[config.mk]
export PLATFORM = sky130hd
export DESIGN_NAME = range_allocator
export DESIGN_NICKNAME = d
export VERILOG_FILES = /design/src/rtl/range_allocator.sv
export SDC_FILE = /design/constraint.sdc
export NUM_CORES = 1
export LEC_CHECK = 0
export CAP_MARGIN = 0
export CORE_MARGIN = 4
export CORE_UTILIZATION = 58
export DETAILED_ROUTE_END_ITERATION = 10
export PLACE_DENSITY = 0.95
export SLEW_MARGIN = 5
export SYNTH_ARGS = -nofsm -noshare
export SYNTH_HDL_FRONTEND = slang
export SYNTH_SLANG_ARGS = --single-unit
[constraint.sdc]
create_clock -name clock -period 19.4 [get_ports clock]
set_input_delay 3.88 -clock clock [delete_from_list [all_inputs] [get_ports clock]]
set_output_delay 3.88 -clock clock [all_outputs]
set_load 0.02 [all_outputs]
[src/rtl/range_allocator.sv]
// range_allocator: contiguous-range slot allocator.
//
// Manages NUM_SLOTS slots of GRAN bytes starting at address BASE. It serves
// variable-length, aligned first-fit allocations over a valid/ready request
// and response pair. A whole range is freed by presenting its head address.
//
// Ports:
//   clock, reset            rising-edge clock; synchronous active-high reset
//   alloc_valid/alloc_ready allocation request handshake (ready only in IDLE)
//   alloc_len, alloc_align  span in slots; log2 of the alignment in slots
//   rsp_valid/rsp_ready     response handshake
//   rsp_addr, rsp_fail      head address (0 on failure); failure flag
//   free_valid, free_addr   free request, always accepted
//   free_err                one-cycle pulse the cycle after an illegal free
//   used_count              number of slots currently allocated
//
// Optional build macro RANGE_ALLOC_HWM_EN adds:
//   hwm                     high-water mark of used_count since reset
//   hwm_clear               loads hwm with the current used_count
module range_allocator #(
  parameter int                ADDR_W    = 64,
  parameter logic [ADDR_W-1:0] BASE      = 1,
  parameter int                GRAN      = 1,
  parameter int                NUM_SLOTS = 16,
  parameter int                MAX_SPAN  = 4,
  parameter int                LEN_W     = $clog2(MAX_SPAN + 1)
) (
  input  logic                           clock,
  input  logic                           reset,
  input  logic                           alloc_valid,
  output logic                           alloc_ready,
  input  logic [LEN_W-1:0]               alloc_len,
  input  logic [3:0]                     alloc_align,
  output logic                           rsp_valid,
  input  logic                           rsp_ready,
  output logic [ADDR_W-1:0]              rsp_addr,
  output logic                           rsp_fail,
  input  logic                           free_valid,
  input  logic [ADDR_W-1:0]              free_addr,
  output logic                           free_err,
`ifdef RANGE_ALLOC_HWM_EN
  output logic [$clog2(NUM_SLOTS+1)-1:0] hwm,
  input  logic                           hwm_clear,
`endif
  output logic [$clog2(NUM_SLOTS+1)-1:0] used_count
);

  localparam int          CNT_W = $clog2(NUM_SLOTS + 1);
  localparam int          IDX_W = (NUM_SLOTS > 1) ? $clog2(NUM_SLOTS) : 1;
  localparam int          CW    = IDX_W + 1;
  localparam int          GSH   = $clog2(GRAN);
  localparam int unsigned NUM_U = NUM_SLOTS;
  localparam int unsigned MAX_U = MAX_SPAN;

  typedef enum logic [1:0] {S_IDLE, S_SEARCH, S_RESP} state_t;

  state_t                state_q, state_d;
  logic [LEN_W-1:0]      len_q, len_d;
  logic [3:0]            align_q, align_d;
  logic [CW-1:0]         cand_q, cand_d;
  logic [NUM_SLOTS-1:0]  used_q, used_d;
  logic [NUM_SLOTS-1:0]  head_q, head_d;
  logic [LEN_W-1:0]      span_q [NUM_SLOTS];
  logic [LEN_W-1:0]      span_d [NUM_SLOTS];
  logic [ADDR_W-1:0]     rsp_addr_q, rsp_addr_d;
  logic                  rsp_fail_q, rsp_fail_d;
  logic                  free_err_q, free_err_d;
  logic [CNT_W-1:0]      used_count_q, used_count_d;

  // Search arithmetic is done at 32 bits so candidate + step never wraps.
  logic [31:0] cand_w, len_w, step_w, next_w;
  logic        req_bad, conflict, fit;

  assign cand_w  = 32'(cand_q);
  assign len_w   = 32'(len_q);
  assign step_w  = 32'd1 << align_q;
  assign next_w  = cand_w + step_w;
  assign req_bad = (len_q == '0) || (len_w > MAX_U) || (step_w > NUM_U);

  always_comb begin
    conflict = 1'b0;
    for (int unsigned i = 0; i < NUM_U; i++) begin
      if (i >= cand_w && i < cand_w + len_w && used_q[i]) conflict = 1'b1;
    end
  end

  assign fit = (cand_w + len_w <= NUM_U) && !conflict;

  // Free decode: byte offset from BASE -> slot index, legality check.
  logic [ADDR_W-1:0] free_off, free_idx_full;
  logic [IDX_W-1:0]  free_idx;
  logic [31:0]       free_idx_w, free_span_w;
  logic              free_legal;

  assign free_off      = free_addr - BASE;
  assign free_idx_full = free_off >> GSH;
  assign free_idx      = free_idx_full[IDX_W-1:0];
  assign free_idx_w    = 32'(free_idx);
  assign free_span_w   = 32'(span_q[free_idx]);
  assign free_legal    = free_valid && (free_addr >= BASE)
                         && ((free_off & ADDR_W'(GRAN - 1)) == '0)
                         && (free_idx_full < ADDR_W'(NUM_SLOTS))
                         && head_q[free_idx];

  always_comb begin
    state_d    = state_q;
    len_d      = len_q;
    align_d    = align_q;
    cand_d     = cand_q;
    used_d     = used_q;
    head_d     = head_q;
    span_d     = span_q;
    rsp_addr_d = rsp_addr_q;
    rsp_fail_d = rsp_fail_q;
    free_err_d = free_valid && !free_legal;

    // A free touches only allocated slots, a SEARCH mark only unallocated
    // ones, so both may be applied in the same cycle.
    if (free_legal) begin
      head_d[free_idx] = 1'b0;
      for (int unsigned i = 0; i < NUM_U; i++) begin
        if (i >= free_idx_w && i < free_idx_w + free_span_w) used_d[i] = 1'b0;
      end
    end

    unique case (state_q)
      S_IDLE: begin
        if (alloc_valid) begin
          len_d   = alloc_len;
          align_d = alloc_align;
          cand_d  = '0;
          state_d = S_SEARCH;
        end
      end
      S_SEARCH: begin
        if (req_bad) begin
          rsp_addr_d = '0;
          rsp_fail_d = 1'b1;
          state_d    = S_RESP;
        end else if (fit) begin
          for (int unsigned i = 0; i < NUM_U; i++) begin
            if (i >= cand_w && i < cand_w + len_w) used_d[i] = 1'b1;
          end
          head_d[cand_q[IDX_W-1:0]] = 1'b1;
          span_d[cand_q[IDX_W-1:0]] = len_q;
          rsp_addr_d = BASE + (ADDR_W'(cand_q) << GSH);
          rsp_fail_d = 1'b0;
          state_d    = S_RESP;
        end else if (next_w + len_w > NUM_U) begin
          rsp_addr_d = '0;
          rsp_fail_d = 1'b1;
          state_d    = S_RESP;
        end else begin
          cand_d = CW'(next_w);
        end
      end
      S_RESP: begin
        if (rsp_ready) begin
          rsp_addr_d = '0;
          rsp_fail_d = 1'b0;
          state_d    = S_IDLE;
        end
      end
      default: state_d = S_IDLE;
    endcase
  end

  // Popcount of the post-edge bitmap so alloc and free in one edge net out.
  always_comb begin
    used_count_d = '0;
    for (int unsigned i = 0; i < NUM_U; i++) begin
      used_count_d = used_count_d + CNT_W'(used_d[i]);
    end
  end

  // ---- state registers ----
  always_ff @(posedge clock) begin
    if (reset) begin
      state_q      <= S_IDLE;
      used_q       <= '0;
      head_q       <= '0;
      rsp_addr_q   <= '0;
      rsp_fail_q   <= 1'b0;
      free_err_q   <= 1'b0;
      used_count_q <= '0;
    end else begin
      state_q      <= state_d;
      used_q       <= used_d;
      head_q       <= head_d;
      rsp_addr_q   <= rsp_addr_d;
      rsp_fail_q   <= rsp_fail_d;
      free_err_q   <= free_err_d;
      used_count_q <= used_count_d;
    end
  end

  // Request fields and span table are qualified by the FSM / head bitmap.
  always_ff @(posedge clock) begin
    len_q   <= len_d;
    align_q <= align_d;
    cand_q  <= cand_d;
    span_q  <= span_d;
  end

`ifdef RANGE_ALLOC_HWM_EN
  logic [CNT_W-1:0] hwm_q, hwm_d;

  always_comb begin
    hwm_d = hwm_q;
    if (hwm_clear)                  hwm_d = used_count_q;
    else if (used_count_q > hwm_q)  hwm_d = used_count_q;
  end

  always_ff @(posedge clock) begin
    if (reset) hwm_q <= '0;
    else       hwm_q <= hwm_d;
  end

  assign hwm = hwm_q;
`endif

  assign alloc_ready = (state_q == S_IDLE) && !reset;
  assign rsp_valid   = (state_q == S_RESP);
  assign rsp_addr    = rsp_addr_q;
  assign rsp_fail    = rsp_fail_q;
  assign free_err    = free_err_q;
  assign used_count  = used_count_q;

endmodule

* Word level (Yosys, flattened, before mapping)
Cells that the tools add are included.
** Cells by class
- Add/sub/neg operators :: 21
- Magnitude comparators :: 77
- Eq/ne operators :: 8
- Shift-type cells :: 1
- Muxes and demuxes :: 89
- Bitwise logic cells :: 6
- Reduce and logical (&&, ||, !) cells :: 71
** Operators with widths (number)
- less-than comparator 4 x 32 -> 1 bit, first input constant :: 14
- less-than comparator 3 x 32 -> 1 bit, first input constant :: 8
- 2-to-1 mux 64 bit :: 4
- less-than comparator 1 x 32 -> 1 bit, first input constant :: 4
- less-than comparator 2 x 32 -> 1 bit, first input constant :: 4
- 2-to-1 mux 16 bit :: 8
- case mux 64 bit (2 select lines) :: 1
- greater-or-equal comparator 64 x 1 -> 1 bit, second input constant :: 1
- greater-than comparator 32 x 5 -> 1 bit, second input constant :: 2
- less-than comparator 64 x 5 -> 1 bit, second input constant :: 1
- subtractor 64 x 1 -> 64 bit, second input constant :: 1
- logical AND 1 bit :: 57
- adder 5 x 1 -> 5 bit :: 11
- 2-to-1 mux 1 bit :: 55
- bitwise mux 48 bit :: 1
- greater-or-equal comparator 4 x 5 -> 1 bit, first input constant :: 8
- adder 32 x 3 -> 32 bit :: 1
- adder 5 x 32 -> 32 bit :: 1
- greater-or-equal comparator 4 bit, first input constant :: 8
- less-or-equal comparator 32 x 5 -> 1 bit, second input constant :: 1
- << shifter 1 x 4 -> 32 bit, first input constant :: 1
- greater-or-equal comparator 3 x 5 -> 1 bit, first input constant :: 4
- 2-to-1 mux 5 bit :: 4
- AND 16 bit :: 1
- 45 further kinds :: 72
** Word-level totals
- Bits in registers :: 165
- Input port bits :: 76
- Output and inout port bits :: 73

* Longest topological paths before layout
- Word-level depth :: 40
- Gate-level depth with buffers :: 33
- Depth with buffers taken out :: 29

* Worst setup path before layout
OpenSTA, ideal clock, no wires.
- Kind :: input to register
- From :: in free_addr[0]
- To :: reg used_count_q[4] (netlist: used_count[4])
- Data arrival time :: 11.010 ns
- Data required time :: 19.269 ns
- Setup slack :: 8.260 ns
- Stages on the path :: 29
- Path through :: buf_2 > buf_1 > inv_1 > ha_1 > clkbuf_1 > clkbuf_1 > mux4_2 > nand2_1 > and3_1 > a31oi_1 > ha_1 > a21o_1 > a21oi_1 > xnor2_1 > nand2_1 > nor3b_1 > nand4_2 > o31ai_1 > nand2_1 > fa_1 > fa_1 > fa_1 > inv_1 > fa_1 > inv_1 > ha_1 > fa_1 > a21oi_1 > nor3b_1
** Between the ends
- Elaborated cells between the ends (all ways) :: 112
- Those cells by class :: add/sub (17); order compare (34); mux (41); bitwise (1); reduce/logical (19)
** RTL lines
- from (decl) :: RTL line 39 : input logic [ADDR_W-1:0] free_addr,
- subtractor 64 x 1 -> 64 bit :: RTL line 95 : assign free_off = free_addr - BASE;
- inverter 4 -> 5 bit (implied by the code) :: RTL line 99 : assign free_span_w = 32'(span_q[free_idx]);
- binary-select mux 3 bit (select 4 bit) :: RTL line 99
- 2-to-1 mux 3 bit (implied by the code) (2 in a row) :: RTL line 99
- adder 4 x 3 -> 5 bit :: RTL line 122 : if (i >= free_idx_w && i < free_idx_w + free_span_w) used_d[i] = 1'b0;
- less-than comparator 4 x 32 -> 1 bit :: RTL line 122
- logical AND 1 bit :: RTL line 122
- 2-to-1 mux 1 bit :: RTL line 122
- 2-to-1 mux 16 bit * :: RTL line 119 : if (free_legal) begin
- 2-to-1 mux 1 bit :: RTL line 142 : if (i >= cand_w && i < cand_w + len_w) used_d[i] = 1'b1;
- 2-to-1 mux 16 bit :: RTL line 140 : end else if (fit) begin
- 2-to-1 mux 16 bit :: RTL line 136 : if (req_bad) begin
- 2-to-1 mux 16 bit * :: RTL line 126 : unique case (state_q)
- net used_d[9] :: RTL line 61 : logic [NUM_SLOTS-1:0] used_q, used_d;
- adder 5 x 1 -> 5 bit * (7 in a row) :: RTL line 172 : used_count_d = used_count_d + CNT_W'(used_d[i]);
- to (signal assigned) :: RTL line 193 : used_count_q <= used_count_d;
- to (decl) :: RTL line 68 : logic [CNT_W-1:0] used_count_q, used_count_d;
The timed path passes the listed nets; every way through them passes the cells marked *. The select of a mux whose other input is x is not followed.
A chain may end at the register's enable or synchronous reset.

* Final worst setup path
- From :: in free_addr[0]
- To :: reg used_count_q[4] (netlist: used_count[4])
** Between the ends
- Word-level cells in the longest chain between the ends :: 29
- Elaborated cells between the ends (all ways) :: 112
- Those cells by class :: add/sub (17); order compare (34); mux (41); bitwise (1); reduce/logical (19)
** RTL lines (RTL line)
- subtractor 64 x 1 -> 64 bit :: 95
- inverter 4 -> 5 bit (implied by the code) :: 99
- binary-select mux 3 bit (select 4 bit) :: 99
- 2-to-1 mux 3 bit (implied by the code) (2 in a row) :: 99
- adder 4 x 3 -> 5 bit :: 122
- less-than comparator 1 x 32 -> 1 bit :: 122
- logical AND 1 bit :: 122
- 2-to-1 mux 1 bit :: 122
- [... 3 more ...]
- 2-to-1 mux 16 bit :: 136
- 2-to-1 mux 16 bit * :: 126
- adder 1 x 1 -> 2 bit :: 172
- adder 2 x 1 -> 3 bit :: 172
- adder 3 x 1 -> 4 bit :: 172
- adder 4 x 1 -> 5 bit :: 172
- adder 5 x 1 -> 5 bit (10 in a row) :: 172
- adder 5 x 1 -> 5 bit * :: 172
Mark *: on every way between the ends. The rest lies on a longest branch, timed or not. The select of a mux whose other input is x is not followed.

==> reports/summary.md <==
Share of layout cells above drive strength 1: 7.00%. The via count of the first global-routing pass was 7,105; the last weighted congestion value of the routability-driven placer was 1.01. At the pin with the least slew margin, the transition time is 1200 ps.

Pin placement for this block handled 149 I/O pins. The async set-reset flop share out of synthesis was 0%; the final-report hold violation count was 0. Across the run, the number of max-cap violations was 0.

Static timing analysis puts the maximum clock frequency at 85.6 MHz. Summed over all instances, the cell type with the most area after synthesis is sky130_fd_sc_hd__edfxtp_1. At the end of the flow, the number of nets in the layout was 1,117. The post-CTS clock slew at the launch and capture registers of the worst setup and hold paths is 80 ps. The later-pin clock latency in the skew report was 360 ps.

In this run the critical register-to-register path is launched from len_q[0]$_DFFE_PP_. The worst path in the final design needs a cycle of 11,690 ps, including I/O delays and setup. The share of total power dissipated in the clock network is 22.0%.

The endpoint type of the worst setup path was a register. Sum of negative setup slack: 0 ps. Fill cells in the final layout number 1,020. The logs give 477 ps for the post-route worst hold slack and 43.5% for the part of the power in combinational logic. For the total via count in the routed design, the log shows 7,585. For this block, the initial DRC count from the detailed router was 955. The tools report the worst setup slack for register-to-register paths as 11,510 ps. The biggest cell delay along the critical path works out to 600 ps. Once detailed placement completed, the half-perimeter wirelength came to 16,700 um. For the global-route wire length before repair, the log shows 35,100 um.

met2 is the most crowded layer. For this design, the CTS-stage hold fixing added 0 buffers. Dominant delay contributor by cell family on the critical path: adder cells. The floorplan has 43 rows.

The ratio of final minimum period to clock period is 60.2%, and the post-placement cell count is 1,164. The fraction of the yosys area taken by sequential cells was 32.7%. The flow ran to the end, and the final reports show no timing, DRC or antenna violations. Setup violations remaining at the end of the flow were counted as 0.

The die is 128 um tall. The switching portion of total power is 42.4%. The slowest library cell on the worst path was sky130_fd_sc_hd__nand4_1. Entering global routing, the biggest net connects 50 pins.

Sequential cells burn 34.6% of the power. In this run the number of H-tree levels came out at 3. In the global route stage, met1 resource usage came out at 33.4%. For the final instance count without filler cells, the log shows 1,180. The worst hold path begins at head_q[14]$_SDFF_PP0_. The number of buffers added by the clock tree synthesis step was 9. The final count of pins violating max slew is 0, and the total power after layout is 0.000856 W. Synthesis inferred 107 register bits. The core region is 0.0140 mm2. The average instance in the mapped netlist occupies 9.07 um2. In this run the power spent charging and discharging nets is 0.000363 W.

The maximum buffer depth of the clock tree was 2. Setup repair after global routing left no endpoint under its margin. During placement, the flow inserted port buffers numbering 90. Across the VDD grid, the largest voltage drop is 0.101 mV.

For the leakage power total, the log shows 3.54 nW. The global-route track usage on met3 came out at 4.46%. The average vias per placed instance was 6.43; the area occupied by registers was 0.00274 mm2. The maximum fanout encountered on the critical timing path was 23. The cell that appears most often on the critical path is sky130_fd_sc_hd__fa_1. The kind of start point of the critical path is a primary input. Synthesis produced a netlist whose cell count is 925. The number of flops mapped to enable cells by yosys works out to 60.

For the worst setup path, the data required time is 19,630 ps. Across every metal layer, demand over resource in global routing totals 26.2%. Power spread over the standard cell area amounts to 90.1 mW/mm2. The number of buffers and inverters on the critical path is 8.

The tools report the CTS sink count as 107. The setup path with the least slack is of type in -> reg. Detailed-route DRC error count: 0. The starting density of the core was 59.7%. After clock tree synthesis, the repair step resized 0 gates. Data arrives at the worst endpoint at 11,920 ps. The area added between synthesis and finish came out at 13.2%. The tools report the headroom to the max-slew limit as 17.8%.

In the synthesized netlist the dominant register cell turns out to be sky130_fd_sc_hd__edfxtp_1. The internal power consumption is 0.000493 W. The routed wire length is 22,100 um, and the post-detailed-placement cell area is 0.00918 mm2. The total inserted antenna cells was 0; the top-area cell type share of the netlist area was 21.5%. Global routing finished with a remaining overflow of 0. The tools report the library cell used as clock root buffer as sky130_fd_sc_hd__clkbuf_16. For this run, the number of Yosys warnings is 0. Ranked by total cell area, the synthesized netlist is headed by sky130_fd_sc_hd__edfxtp_1 21%, sky130_fd_sc_hd__dfxtp_1 11%, sky130_fd_sc_hd__buf_4 5.2%, sky130_fd_sc_hd__ha_1 4.8%, sky130_fd_sc_hd__mux4_2 4.3%.

The die covers 0.0165 mm2. The tools report the final design instance area without fill as 0.00950 mm2. TritonCTS built the clock tree. Clock skew on the completed layout was measured at 13.4 ps.

Global routing consumed, on the met2 layer, 43.6% of the routing resources. The synthesized netlist occupies a cell area of 0.00839 mm2. The tools report the area occupied by multi-input gates as 0.00506 mm2. The commonest cells after synthesis are 85 x sky130_fd_sc_hd__nand2_1, 69 x sky130_fd_sc_hd__a21oi_1, 63 x sky130_fd_sc_hd__nor2_1.

In this run the remaining antenna-violating nets after routing total 0. The worst hold path belongs to the class reg -> reg. The number of different library cells used by synthesis comes to 88. The tools report the initial antenna violation count as 0. In the final routed layout, each cell accounts on average for 18.8 um.

Buffers added to address setup during post-CTS repair amount to 0. Measured along the x axis, the die boundary spans 128 um. Detailed-router iteration count before antenna repair: 7. By instance count, the leading cell after synthesis is sky130_fd_sc_hd__nand2_1. The critical path starts at free_addr[0].
[registers in the layout, indices dropped and copies added (netlist names)]
register / flops
used_count: 5
head_q: 16
align_q: 4
cand_q: 5
rsp_addr: 6
span_q: 48
used_q: 16
len_q: 3
free_err: 1
state_q: 2
rsp_fail: 1
[stage by stage]
stage          setup WS, ps  utilization (%)
6_report               7710             67.6
3_3_place_gp           7620             65.4
2_1_floorplan          8260                -
5_1_grt                7100             67.6
3_5_place_dp           7390             65.4
4_1_cts                7730             67.6
[power by group through the flow]
stage / clock [W] / sequential, W / combinational [W]
2_1_floorplan: 0 / 0.000280 / 0.000284
3_3_place_gp: 0 / 0.000298 / 0.000351
3_5_place_dp: 0 / 0.000299 / 0.000359
4_1_cts: 0.000189 / 0.000294 / 0.000364
5_1_grt: 0.000199 / 0.000299 / 0.000408
6_report: 0.000188 / 0.000296 / 0.000372
[placed cells by master, fill, tap and decap left out, types with 8 or more instances in the layout]
cell type	instances
sky130_fd_sc_hd__clkdlybuf4s50_1	90
sky130_fd_sc_hd__nand2_1	85
sky130_fd_sc_hd__a21oi_1	69
sky130_fd_sc_hd__nor2_1	63
sky130_fd_sc_hd__edfxtp_1	60
sky130_fd_sc_hd__conb_1	58
sky130_fd_sc_hd__inv_1	51
sky130_fd_sc_hd__dfxtp_1	47
sky130_fd_sc_hd__ha_1	32
sky130_fd_sc_hd__o31ai_1	25
sky130_fd_sc_hd__nor3_1	24
sky130_fd_sc_hd__nand4_1	20
sky130_fd_sc_hd__nor4_1	19
sky130_fd_sc_hd__nand3_1	18
sky130_fd_sc_hd__and2_1	17
sky130_fd_sc_hd__mux4_2	16
sky130_fd_sc_hd__xnor2_1	15
sky130_fd_sc_hd__o21ai_0	15
sky130_fd_sc_hd__fa_1	14
sky130_fd_sc_hd__o21ai_1	13
sky130_fd_sc_hd__nand2b_1	12
sky130_fd_sc_hd__nor2b_1	12
sky130_fd_sc_hd__xor2_1	11
sky130_fd_sc_hd__mux2i_1	10
sky130_fd_sc_hd__a21o_1	9
sky130_fd_sc_hd__nand3b_1	9
sky130_fd_sc_hd__clkbuf_16	9
sky130_fd_sc_hd__or4_1	8
[layout make-up]
class	count	share of cell area, %
Multi-Input combinational cell	727	53.3
Sequential cell	107	28.9
Timing Repair Buffer	97	10.0
Clock buffer	9	2.37
Tap cell	180	2.37
Inverter	53	2.09
Clock inverter	7	0.988
[layer usage]
metal | part of all wire (%) | wire [um]
met5 | 0 | 0
met4 | 4.0 | 880
met2 | 47 | 10400
met1 | 38 | 8470
met3 | 11 | 2360
[worst min-delay path, delay by kind of cell (launching register included)]
kind	cells	cell delay, ps
compound gates	2	120
flops	1	320
[path summary, 6_finish.rpt]
check,cells after the start,to
worst min-delay path,2,head_q[14]$_SDFF_PP0_
worst min register to register,2,head_q[14]$_SDFF_PP0_
worst max register to register,24,used_count[4]$_SDFF_PP0_
worst max-delay path,26,used_count[4]$_SDFF_PP0_
[cell families (layout without fill, tap and decap cells)]
group | after synthesis | in the layout | synth area share [%]
fa+ha+maj | 46 | 46 | 8.11
compound gates | 214 | 214 | 17.3
mux | 27 | 27 | 5.62
buf+inv | 148 | 166 | 9.56
flops | 107 | 107 | 32.7
xor+xnor | 26 | 26 | 2.71
simple gates | 356 | 356 | 23.9
other cells | 1 | 58 | 0.0447
(Power assumes the default switching activity.)
